[src/rtl/radius_sched.sv]
// -----------------------------------------------------------------------------
// radius_sched
//   Two-requester front end for a squared-radius calculator. Each requester
//   presents a signed 10-bit (x, y) screen-relative pair. One pair at a time is
//   granted round-robin. Both coordinates are folded to 7-bit magnitudes and
//   squared one after the other on a single shared 7x7 squarer. The result
//   (x^2 + y^2) >> SHIFT is then held on a valid/ready output until consumed.
//
//   Sequence: IDLE -> SQX -> SQY -> OUT -> IDLE. A pair accepted at edge T is
//   presented with out_valid from the cycle ending at edge T+3.
//
// Parameters
//   SHIFT       right shift applied to the 15-bit sum of squares
//
// Ports
//   clk         clock, rising edge
//   rst         synchronous, active-high reset
//   req0_valid  requester 0 has a pair pending
//   req0_x/y    requester 0 signed coordinates (10 bits)
//   req0_ready  requester 0's pair is accepted this cycle
//   req1_*      same for requester 1
//   out_valid   result available
//   out_ready   consumer accepts the result
//   out_rsq     (x^2 + y^2) >> SHIFT, zero-extended to 15 bits
//   out_id      requester that owns out_rsq
//   busy        high whenever the scheduler is not in IDLE
// -----------------------------------------------------------------------------
module radius_sched #(
    parameter int SHIFT = 6
) (
    input  logic        clk,
    input  logic        rst,
    input  logic        req0_valid,
    input  logic [9:0]  req0_x,
    input  logic [9:0]  req0_y,
    output logic        req0_ready,
    input  logic        req1_valid,
    input  logic [9:0]  req1_x,
    input  logic [9:0]  req1_y,
    output logic        req1_ready,
    output logic        out_valid,
    input  logic        out_ready,
    output logic [14:0] out_rsq,
    output logic        out_id,
    output logic        busy
);

    typedef enum logic [1:0] {
        IDLE = 2'd0,
        SQX  = 2'd1,
        SQY  = 2'd2,
        OUT  = 2'd3
    } state_t;

    state_t      state;
    state_t      state_next;

    logic        last_grant;  // requester granted most recently
    logic        grant_any;   // a pair is accepted on the coming edge
    logic        grant_id;    // which requester is accepted
    logic        id;          // owner of the pair in flight
    logic [6:0]  sq_op;       // squarer operand: norm_x in SQX, norm_y in SQY
    logic [6:0]  norm_y;      // norm_y parked until SQX completes
    logic [13:0] sq_prod;
    logic [13:0] x_sq;
    logic [13:0] y_sq;
    logic [14:0] sum_sq;

    // Fold a signed coordinate into a 7-bit magnitude. Negative values take
    // the one's complement of bits [8:2], so -1 and 0 both map to 0 and
    // the result never needs an extra bit.
    function automatic logic [6:0] fold(input logic [9:0] pos);
        return pos[9] ? ~pos[8:2] : pos[8:2];
    endfunction

    logic [6:0] norm0_x, norm0_y, norm1_x, norm1_y;
    assign norm0_x = fold(req0_x);
    assign norm0_y = fold(req0_y);
    assign norm1_x = fold(req1_x);
    assign norm1_y = fold(req1_y);

    // The two LSBs of every coordinate fall below the folding resolution.
    logic unused_lsbs;
    assign unused_lsbs = ^{req0_x[1:0], req0_y[1:0], req1_x[1:0], req1_y[1:0]};

    // The single shared squarer. Operands are zero-extended so the full
    // 14-bit product is kept.
    assign sq_prod = {7'd0, sq_op} * {7'd0, sq_op};

    // Full-width sum: 2 * 127^2 = 32258 fits in 15 bits.
    assign sum_sq = {1'b0, x_sq} + {1'b0, y_sq};

    // ------------------------------------------------------------------
    // Next-state, arbitration and handshake outputs
    // ------------------------------------------------------------------
    // NOTE: every signal driven here gets a default first, so no path
    // leaves it unassigned and no latch is inferred.
    always_comb begin
        state_next = state;
        grant_any  = 1'b0;
        grant_id   = last_grant;
        req0_ready = 1'b0;
        req1_ready = 1'b0;

        case (state)
            IDLE: begin
                if (!rst && (req0_valid || req1_valid)) begin
                    grant_any = 1'b1;
                    // On a tie, the requester not granted last time wins.
                    if (req0_valid && req1_valid)
                        grant_id = ~last_grant;
                    else
                        grant_id = req1_valid;
                    req0_ready = ~grant_id;
                    req1_ready = grant_id;
                    state_next = SQX;
                end
            end
            SQX:     state_next = SQY;
            SQY:     state_next = OUT;
            OUT:     if (out_ready) state_next = IDLE;
            default: state_next = IDLE;
        endcase
    end

    // ------------------------------------------------------------------
    // State and datapath registers
    // ------------------------------------------------------------------
    // NOTE: sequential state uses non-blocking assignments so every
    // register samples pre-edge values, independent of statement order.
    always_ff @(posedge clk) begin
        if (rst) begin
            // last_grant starts at requester 1 so requester 0 wins the
            // first tie.
            state      <= IDLE;
            last_grant <= 1'b1;
            id         <= 1'b0;
            sq_op      <= '0;
            norm_y     <= '0;
            x_sq       <= '0;
            y_sq       <= '0;
        end else begin
            state <= state_next;
            case (state)
                IDLE: begin
                    if (grant_any) begin
                        last_grant <= grant_id;
                        id         <= grant_id;
                        sq_op      <= grant_id ? norm1_x : norm0_x;
                        norm_y     <= grant_id ? norm1_y : norm0_y;
                    end
                end
                SQX: begin
                    x_sq  <= sq_prod;
                    sq_op <= norm_y;
                end
                SQY: begin
                    y_sq <= sq_prod;
                end
                default: ;
            endcase
        end
    end

    // Result registers only change in SQX/SQY, so the outputs are steady for
    // the whole of OUT, including the cycle out_valid rises. While rst is
    // high they are forced low straight away rather than after the edge.
    assign out_valid = !rst && (state == OUT);
    assign busy      = !rst && (state != IDLE);
    assign out_rsq   = rst ? 15'd0 : (sum_sq >> SHIFT);
    assign out_id    = !rst && id;

endmodule

[config.mk]
export PLATFORM = sky130hd
export DESIGN_NAME = radius_sched
export DESIGN_NICKNAME = d
export VERILOG_FILES = /design/src/rtl/radius_sched.sv
export SDC_FILE = /design/constraint.sdc
export NUM_CORES = 1
export LEC_CHECK = 0
export ABC_CLOCK_PERIOD_IN_PS = 4700
export BUFFER_PORTS_ARGS = -buffer_cell sky130_fd_sc_hd__buf_2
export CAP_MARGIN = 30
export CORE_UTILIZATION = 44
export CTS_BUF_LIST = sky130_fd_sc_hd__clkbuf_2
export DETAILED_ROUTE_END_ITERATION = 8
export PLACE_DENSITY = 0.75
export RECOVER_POWER = 100
export SYNTH_ARGS = -nofsm -noshare
export SYNTH_HDL_FRONTEND = slang
export SYNTH_SLANG_ARGS = --single-unit
[constraint.sdc]
create_clock -name clk -period 4.7 [get_ports clk]
set_clock_uncertainty 0.2 [all_clocks]
set_input_delay 0.94 -clock clk [delete_from_list [all_inputs] [get_ports clk]]
set_output_delay 0.94 -clock clk [all_outputs]
set_load 0.01 [all_outputs]
---- Yosys cells after proc, flatten, opt, wreduce, memory -nomap -nowiden ----
Index checks and enable logic that the tools add are counted.
cells by class
  eq/ne operators ......................... 6
  bitwise gates (word level) .............. 6
  $add $sub $neg .......................... 1
  muxes and demuxes ....................... 23
  reductions and logical operators ........ 13
  $mul .................................... 1
operators with widths
  operator            count
  $mux 7              7
  $not 7->7           4
  $add 14x14->15      1
  $mul 7x7->14        1
  $pmux 7 s2          1
  $mux 1              11
  $mux 9              1
  $pmux 2 s4          1
  $ne 2x2->1 const B  3
  $reduce_and 2->1    3
  $logic_and 1x1->1   5
  $eq 2x2->1 const B  2
  $mux 2              2
  $reduce_bool 2->1   2
  $eq 2x1->1 const B  1
  $logic_not 2->1     1
  $not 1->1           2
  $logic_not 1->1     1
  $logic_or 1x1->1    1
word-level totals
  flip-flop bits (word level) ............. 46
  output and inout bits ................... 20

---- Longest topological paths before layout ----
Gate-level depths: netlist of run 1.
  depth in word-level cells ............... 9
  mapped depth ............................ 16
  depth with buffers taken out ............ 15

---- Worst setup path before layout of run 1 ----
Ideal clock, no wire load.
  path kind ............................... register to register
  start point ............................. register sq_op[4]
  end point ............................... register x_sq[10]
  data arrival time ....................... 4174 ps
  path slack .............................. 207 ps
  stages on the path, launching flop included .. 15
  path buffers ............................ 1
  required time ........................... 4380 ps
  clock period less this slack ............ 4493 ps
  cells stage by stage .................... dfxtp_1 > clkbuf_1 > and2_1 > inv_1 > fa_1 > fa_1 > fa_1 > inv_1 > fa_1 > ha_1 > a21o_1 > a221oi_2 > o21a_1 > nor3_1 > a211o_1
on the way
  word-level cells in the longest chain between the ends .. 1
RTL lines
  element                 RTL line  source
  from (decl)             62        logic [6:0] sq_op;
  from (signal assigned)  149       sq_op <= grant_id ? norm1_x : norm0_x;
  from (signal assigned)  155       sq_op <= norm_y;
  $mul 7x7->14            88        assign sq_prod = {7'd0, sq_op} * {7'd0, sq_op};
  to (signal assigned)    154       x_sq <= sq_prod;
  to (decl)               65        logic [13:0] x_sq;
No other way between the ends.
A chain may end at the register's enable or synchronous reset.

---- Worst setup path after layout of run 1 ----
  start point ............................. register sq_op[2]
  end point ............................... register y_sq[11]
on the way
  word-level cells in the longest chain between the ends .. 1
RTL lines
  element               RTL line  source
  $mul 7x7->14          88
  to (signal assigned)  158       y_sq <= sq_prod;
  to (decl)             66        logic [13:0] y_sq;
No other way between the ends.

==> flow_summary.toml, run 1 <==
[clocking]
clkLatencyLatePin_ns = 0.43
clk_path_buf_depth = 2
clkTransAtPathRegs_ns = 0.25
cts_tree = "yes"
h-tree-depth = 2
cts_root_buf = "clkbuf_2"
cts_setup_buffers = 0
ctsHoldBuffers = 0
cts_sinks = 42
numCtsBuffers = 5

[flow_run]
cap_violations = 1

[worst_hold_path]
holdPathStages = 2
min_to = "norm_y[0]$_SDFFE_PP0P_"
hp-class = "flip-flop to flip-flop"
hold_path.startpoint = "norm_y[0]$_SDFFE_PP0P_"

[worst_setup_path]
cpLargestDelayFamily = "adder cells"
cp.arrival_ns = 4.65
rrSetupSlack_ns = 0.20
worstSetupPathType = "flip-flop to flip-flop"
max_stage_delay_ns = 0.55
worst_setup_path_start_kind = "flip-flop"
required_ns = 4.86
path_cells = "buf_4 > and2_1 > fa_1 > fa_1 > inv_1 > fa_1 > inv_1 > ha_1 > ha_1 > nand4_1 > a211oi_2 > a211oi_2 > or4b_1 > o311ai_1"
ff2ff_path_depth = 14
crit_top_cell = "fa_1"
r2r_end = "y_sq[11]$_SDFFE_PP0P_"
timing.rr.start = "sq_op[2]$_SDFFE_PP0P_"
cp_max_fo = 8
cp_slowest_cell = "fa_1"
critPathBufInv = 3
critPathCaptureType = "flip-flop"

[drt]
vias_per_cell = 5.26
firstDrtPassIters = 4
num_vias = 3182
routedWlPerCell_um = 12.7
drtAntennaViolNets = 0
drt_iter0_drc = 119
routed_wl_um = 7680
drc = 0

[logic_synthesis]
synth_top_cell_by_area = "dfxtp_1"
synthFlopType = "dfxtp_1"
netlist.area_leader.share = 0.218
synthSimpleGateAreaFrac = 0.193
synth_seq_cells = 42
synth_xor_area_frac = 0.0999
synth_enable_flop_cells = 0
avgSynthCellArea_um2 = 8.33
synthAdderAreaFrac = 0.208
mappedNetlistArea_um2 = 3860
ys_types = 54
yosysWarnings = 0
synthArstFlopShare = 0
synth_top_family_by_area = "adder cells"
synth_compound_area_frac = 0.168
synthTopCellsByArea = "dfxtp_1, ha_1, fa_1"
syn-instance-count = 463
seq_area_frac_synth = 0.218
synthMuxAreaShare = 0.0370

[power]
leakage_nw = 1.94
peakVddDrop_mv = 0.205
swShare = 0.482
power.switching_mw = 0.903
p_int_mw = 0.972
combPwrFrac = 0.624
p_per_area_nw_per_um2 = 452
clkPwrFrac = 0.086
p_seq_frac = 0.289

[global_route]
grt_pass1_wl_um = 13600
antenna_found_initial = 0
met2_usage = 0.348
grt_max_degree = 33
grtUsageMet1 = 0.215
met3_usage = 0.0295
grt-ovfl-total = 0
grt_usage = 0.183
grt_pass1_vias = 3200
busiest_layer = "met2"

[layout]
syn_to_final_growth_pct = 7.56
layout-drive-gt1-share = 0.124
mostFrequentLayoutCell = "nor2_1"
fillers = 822
design_area_um2 = 4150
final_nets = 599
mostFrequentLayoutCells = "nor2_1, ha_1, dfxtp_1, buf_2, nand2_1"
diodes = 0

[sta]
final_max_slew_viol_count = 19
fmax_ghz = 0.222
hold_viol = 0
setup_viol = 0
tns_ns = 0
rsz0062_at_grt = "false"
tightest_slew_ns = 1.59
relSlewSlack = -0.0743
period_minus_slack_ns = 4.50
fin_crit_sh = 0.956

[run_status]
violations = "max-capacitance violations, max-slew violations"
status = "finished, violations left"

[floorplanning]
core_um2 = 8340
die_w_um = 95.6
boundaryPins = 65
initial_utilization = 0.462
rows = 33
die_y_um = 95.6
die_area_um2 = 9150

[place]
io_buffers = 50
hpwl_um = 6210
place_area_um2 = 4140
gp_congestion = 0.794
## power by group through the flow
stage | Combinational, mW | Clock, mW | Sequential (mW)
2_1_floorplan | 0.948 | 0 | 0.525
3_3_place_gp | 1.15 | 0 | 0.542
5_1_grt | 1.33 | 0.184 | 0.556
4_1_cts | 1.21 | 0.168 | 0.538
3_5_place_dp | 1.20 | 0 | 0.546
6_report | 1.17 | 0.162 | 0.542
## synthesized netlist by cell type (6+ instances only)
master	count
a211oi_1	6
a21o_1	9
a21oi_1	17
a311oi_1	7
and2_1	15
buf_4	9
clkbuf_1	14
dfxtp_1	42
fa_1	15
ha_1	40
inv_1	27
mux2i_1	12
nand2_1	37
nand3_1	12
nand4_1	8
nor2_1	47
nor2b_1	10
o211ai_1	8
o21ai_1	11
xnor2_1	22
xor2_1	22
## worst max-delay path by stage
stage	start	to	cells past startpoint	slack, ns
finish	sq_op[2]$_SDFFE_PP0P_	y_sq[11]$_SDFFE_PP0P_	14	0.20
global route	sq_op[2]$_SDFFE_PP0P_	y_sq[11]$_SDFFE_PP0P_	14	0.02
CTS	sq_op[6]$_SDFFE_PP0P_	x_sq[10]$_SDFFE_PP0P_	12	0.18
detailed placement	sq_op[6]$_SDFFE_PP0P_	y_sq[11]$_SDFFE_PP0P_	12	0.19
global placement	sq_op[6]$_SDFFE_PP0P_	y_sq[10]$_SDFFE_PP0P_	12	0.26
floorplan	sq_op[4]$_SDFFE_PP0P_	x_sq[10]$_SDFFE_PP0P_	14	0.21
## tightest hold or removal path, cell delays in order (launching register included)
cell,delay [ns]
dfxtp_1,0.37
nand3_1,0.05
o21ai_0,0.06
## through the flow
stage / hold slack (ns) / total power [mW] / util / std cells / setup slack, ns
after floorplan: 0.239 / 1.47 / - / 468 / 0.207
after global placement: 0.249 / 1.69 / 0.496 / 597 / 0.257
after detailed placement: 0.252 / 1.75 / 0.496 / 597 / 0.190
after CTS: 0.279 / 1.91 / 0.501 / 605 / 0.181
after global routing: 0.319 / 2.07 / 0.497 / 605 / 0.0162
final: 0.288 / 1.88 / 0.497 / 605 / 0.205
## area by class of cell
type	count	area, um^2	area share
sequential	42	845	0.204
timing repair buffer	58	288	0.0694
clock buffer	5	25.0	0.00603
tap	105	131	0.0317
clock inverter	3	21.3	0.00513
inverter	29	109	0.0262
multi-input combinational	363	2730	0.658
## layer usage
metal  share of wire  routed length [um]  vias up
li1                -                   -     1655
met1            0.46                3560     1462
met2            0.50                3850       58
met3           0.030                 231        7
met4          0.0065                  50        0
met5               0                   0        -
## sequential cells by signal (all words and copies together) (netlist names)
signal,cells
x_sq,12
y_sq,12
norm_y,7
sq_op,7
state,2
id,1
last_grant,1
## timing repair
action,4_1_cts,5_1_grt
endpoints found under the setup margin,0,3
gates resized for setup,0,3
endpoints found under the hold margin,0,0
## cells by family after synthesis
kind of cell | count (synthesis)
and+or+nand+nor | 153
AOI/OAI and AO/OA | 91
buffers and inverters | 63
adders and majority gates | 55
xor gates and xnor gates | 44
DFF | 42
muxes | 14
other | 1
(Power assumes the default switching activity.)
==> inputs of run 2 (changes only) <==
==> constraint.sdc (replaced) <==
create_clock -name clk -period 4.7 [get_ports clk]
set_clock_uncertainty 0.2 [all_clocks]
set_input_delay 1.41 -clock clk [delete_from_list [all_inputs] [get_ports clk]]
set_output_delay 1.41 -clock clk [all_outputs]
set_load 0.01 [all_outputs]
==> run 2 against run 1 <==
  * The run now ends clean
  * Via count up 1.5%
  * Critical path depth unchanged
  * Clock power about the same
  * Sequential power up 0.9%
  * Global-route usage up 0.13 points
  * Design area up 0.24%
  * Worst setup slack better by 0.031 ns
  * Largest cell class unchanged
  * Largest power group unchanged
==> flow_summary.toml, run 2 (synthesis results as in run 1) <==
[worst_hold_path]
hp-class = "flip-flop to flip-flop"

[floorplanning]
die_w_um = 95.6
core_um2 = 8340
boundaryPins = 65
rows = 33
initial_utilization = 0.462
die_y_um = 95.6
die_area_um2 = 9150

[power]
p_per_area_nw_per_um2 = 453
clkPwrFrac = 0.087
p_seq_frac = 0.290
leakage_nw = 1.94
combPwrFrac = 0.623
peakVddDrop_mv = 0.196
p_int_mw = 0.969
power.switching_mw = 0.914
swShare = 0.485

[clocking]
clkTransAtPathRegs_ns = 0.23
cts_tree = "yes"
cts_sinks = 42
numCtsBuffers = 5
h-tree-depth = 2
cts_root_buf = "clkbuf_2"
cts_setup_buffers = 0
clk_path_buf_depth = 2
ctsHoldBuffers = 0
clkLatencyLatePin_ns = 0.42

[sta]
tns_ns = 0
layout_setup_ws_ns = 0.236
final_max_slew_viol_count = 0
setup_viol = 0
rsz0062_at_grt = "false"
relSlewSlack = 0.338
tightest_slew_ns = 0.993
fmax_ghz = 0.224
hold_viol = 0
fin_crit_sh = 0.950
hold_ws_ns = 0.290
period_minus_slack_ns = 4.46

[global_route]
antenna_found_initial = 0
grt_pass1_vias = 3101
grt_pass1_wl_um = 13500
grt_max_degree = 30
grt_usage = 0.185
grt-ovfl-total = 0

[worst_setup_path]
cp.arrival_ns = 4.59
worstSetupPathType = "flip-flop to flip-flop"
cp_slowest_cell = "fa_1"
path_cells = "buf_4 > and2_0 > fa_1 > fa_1 > inv_1 > fa_1 > inv_1 > ha_1 > ha_1 > and3_1 > a221oi_2 > o21a_1 > nor3_1 > a211o_1"
cp_max_fo = 8
required_ns = 4.82
crit_top_cell = "fa_1"
max_stage_delay_ns = 0.55
critPathCaptureType = "flip-flop"
worst_setup_path_start_kind = "flip-flop"

[drt]
drtAntennaViolNets = 0
num_vias = 3230
drt_iter0_drc = 162
firstDrtPassIters = 4
vias_per_cell = 5.34
drc = 0
routed_wl_um = 7740
routedWlPerCell_um = 12.8

[layout]
diodes = 0
layout-drive-gt1-share = 0.124
final_nets = 599
syn_to_final_growth_pct = 7.82
top_regs = "x_sq x12, y_sq x12"
fillers = 826
mostFrequentLayoutCell = "nor2_1"
design_area_um2 = 4160
mostFrequentLayoutCells = "nor2_1, ha_1, dfxtp_1, nand2_1, buf_2"
fin_util = 0.499

[place]
place_ws_ns = 0.171
io_buffers = 50
hpwl_um = 6270
gp_congestion = 0.794
place_area_um2 = 4140

[flow_run]
cap_violations = 0

[run_status]
status = "completed"
-- run 2: cell count changes in the layout (fill, tap and decap cells not counted), sizes merged --
cell | previous run | this run
clkbuf | 19 | 23
buf | 44 | 40
-- run 2: worst max-delay path, delay by kind of cell, from the launching register on --
family / cells / cell delay [ns]
buffers and inverters: 3 / 0.26
DFF: 1 / 0.36
AOI/OAI and AO/OA: 3 / 0.84
adders and majority gates: 5 / 2.27
and+or+nand+nor: 3 / 0.45
-- run 2: metrics by stage --
step / power, mW / cells
global route: 2.07 / 605
detailed placement: 1.74 / 597
floorplan: 1.47 / 468
global placement: 1.69 / 597
CTS: 1.91 / 605
finish: 1.88 / 605
-- run 2: worst paths after layout --
check	startpoint	to	slack (ns)	cells after the start
worst min-delay path	norm_y[4]$_SDFFE_PP0P_	norm_y[4]$_SDFFE_PP0P_	0.29	2
worst max-delay path	sq_op[2]$_SDFFE_PP0P_	y_sq[10]$_SDFFE_PP0P_	0.24	14
worst max register to register	sq_op[2]$_SDFFE_PP0P_	y_sq[10]$_SDFFE_PP0P_	0.24	14
worst min register to register	norm_y[4]$_SDFFE_PP0P_	norm_y[4]$_SDFFE_PP0P_	0.29	2
-- run 2: area by class of cell --
class / count / area [um^2] / share of cell area
clock buffer: 5 / 25.0 / 0.00602
inverter: 29 / 109 / 0.0262
tap: 105 / 131 / 0.0316
sequential: 42 / 846 / 0.203
clock inverter: 3 / 21.3 / 0.00511
timing repair buffer: 58 / 283 / 0.0680
multi-input combinational: 363 / 2740 / 0.660
-- run 2: routing by layer --
metal	track usage	up-vias	share of wire
met5	0	-	0
met3	0.0295	8	0.033
met2	0.336	66	0.51
li1	-	1656	-
met4	0.0473	0	0.0081
met1	0.224	1500	0.45
-- run 2: power groups by stage --
stage	registers [mW]	clock network (mW)	logic, mW
after floorplan	0.525	0	0.948
after global placement	0.546	0	1.14
after detailed placement	0.552	0	1.19
after CTS	0.544	0.166	1.20
after global routing	0.564	0.186	1.32
final	0.547	0.163	1.17
-- run 2: repair_timing --
action,in CTS,in global routing
gates resized for setup,0,4
hold endpoints to repair,0,0
setup endpoints to repair,0,6
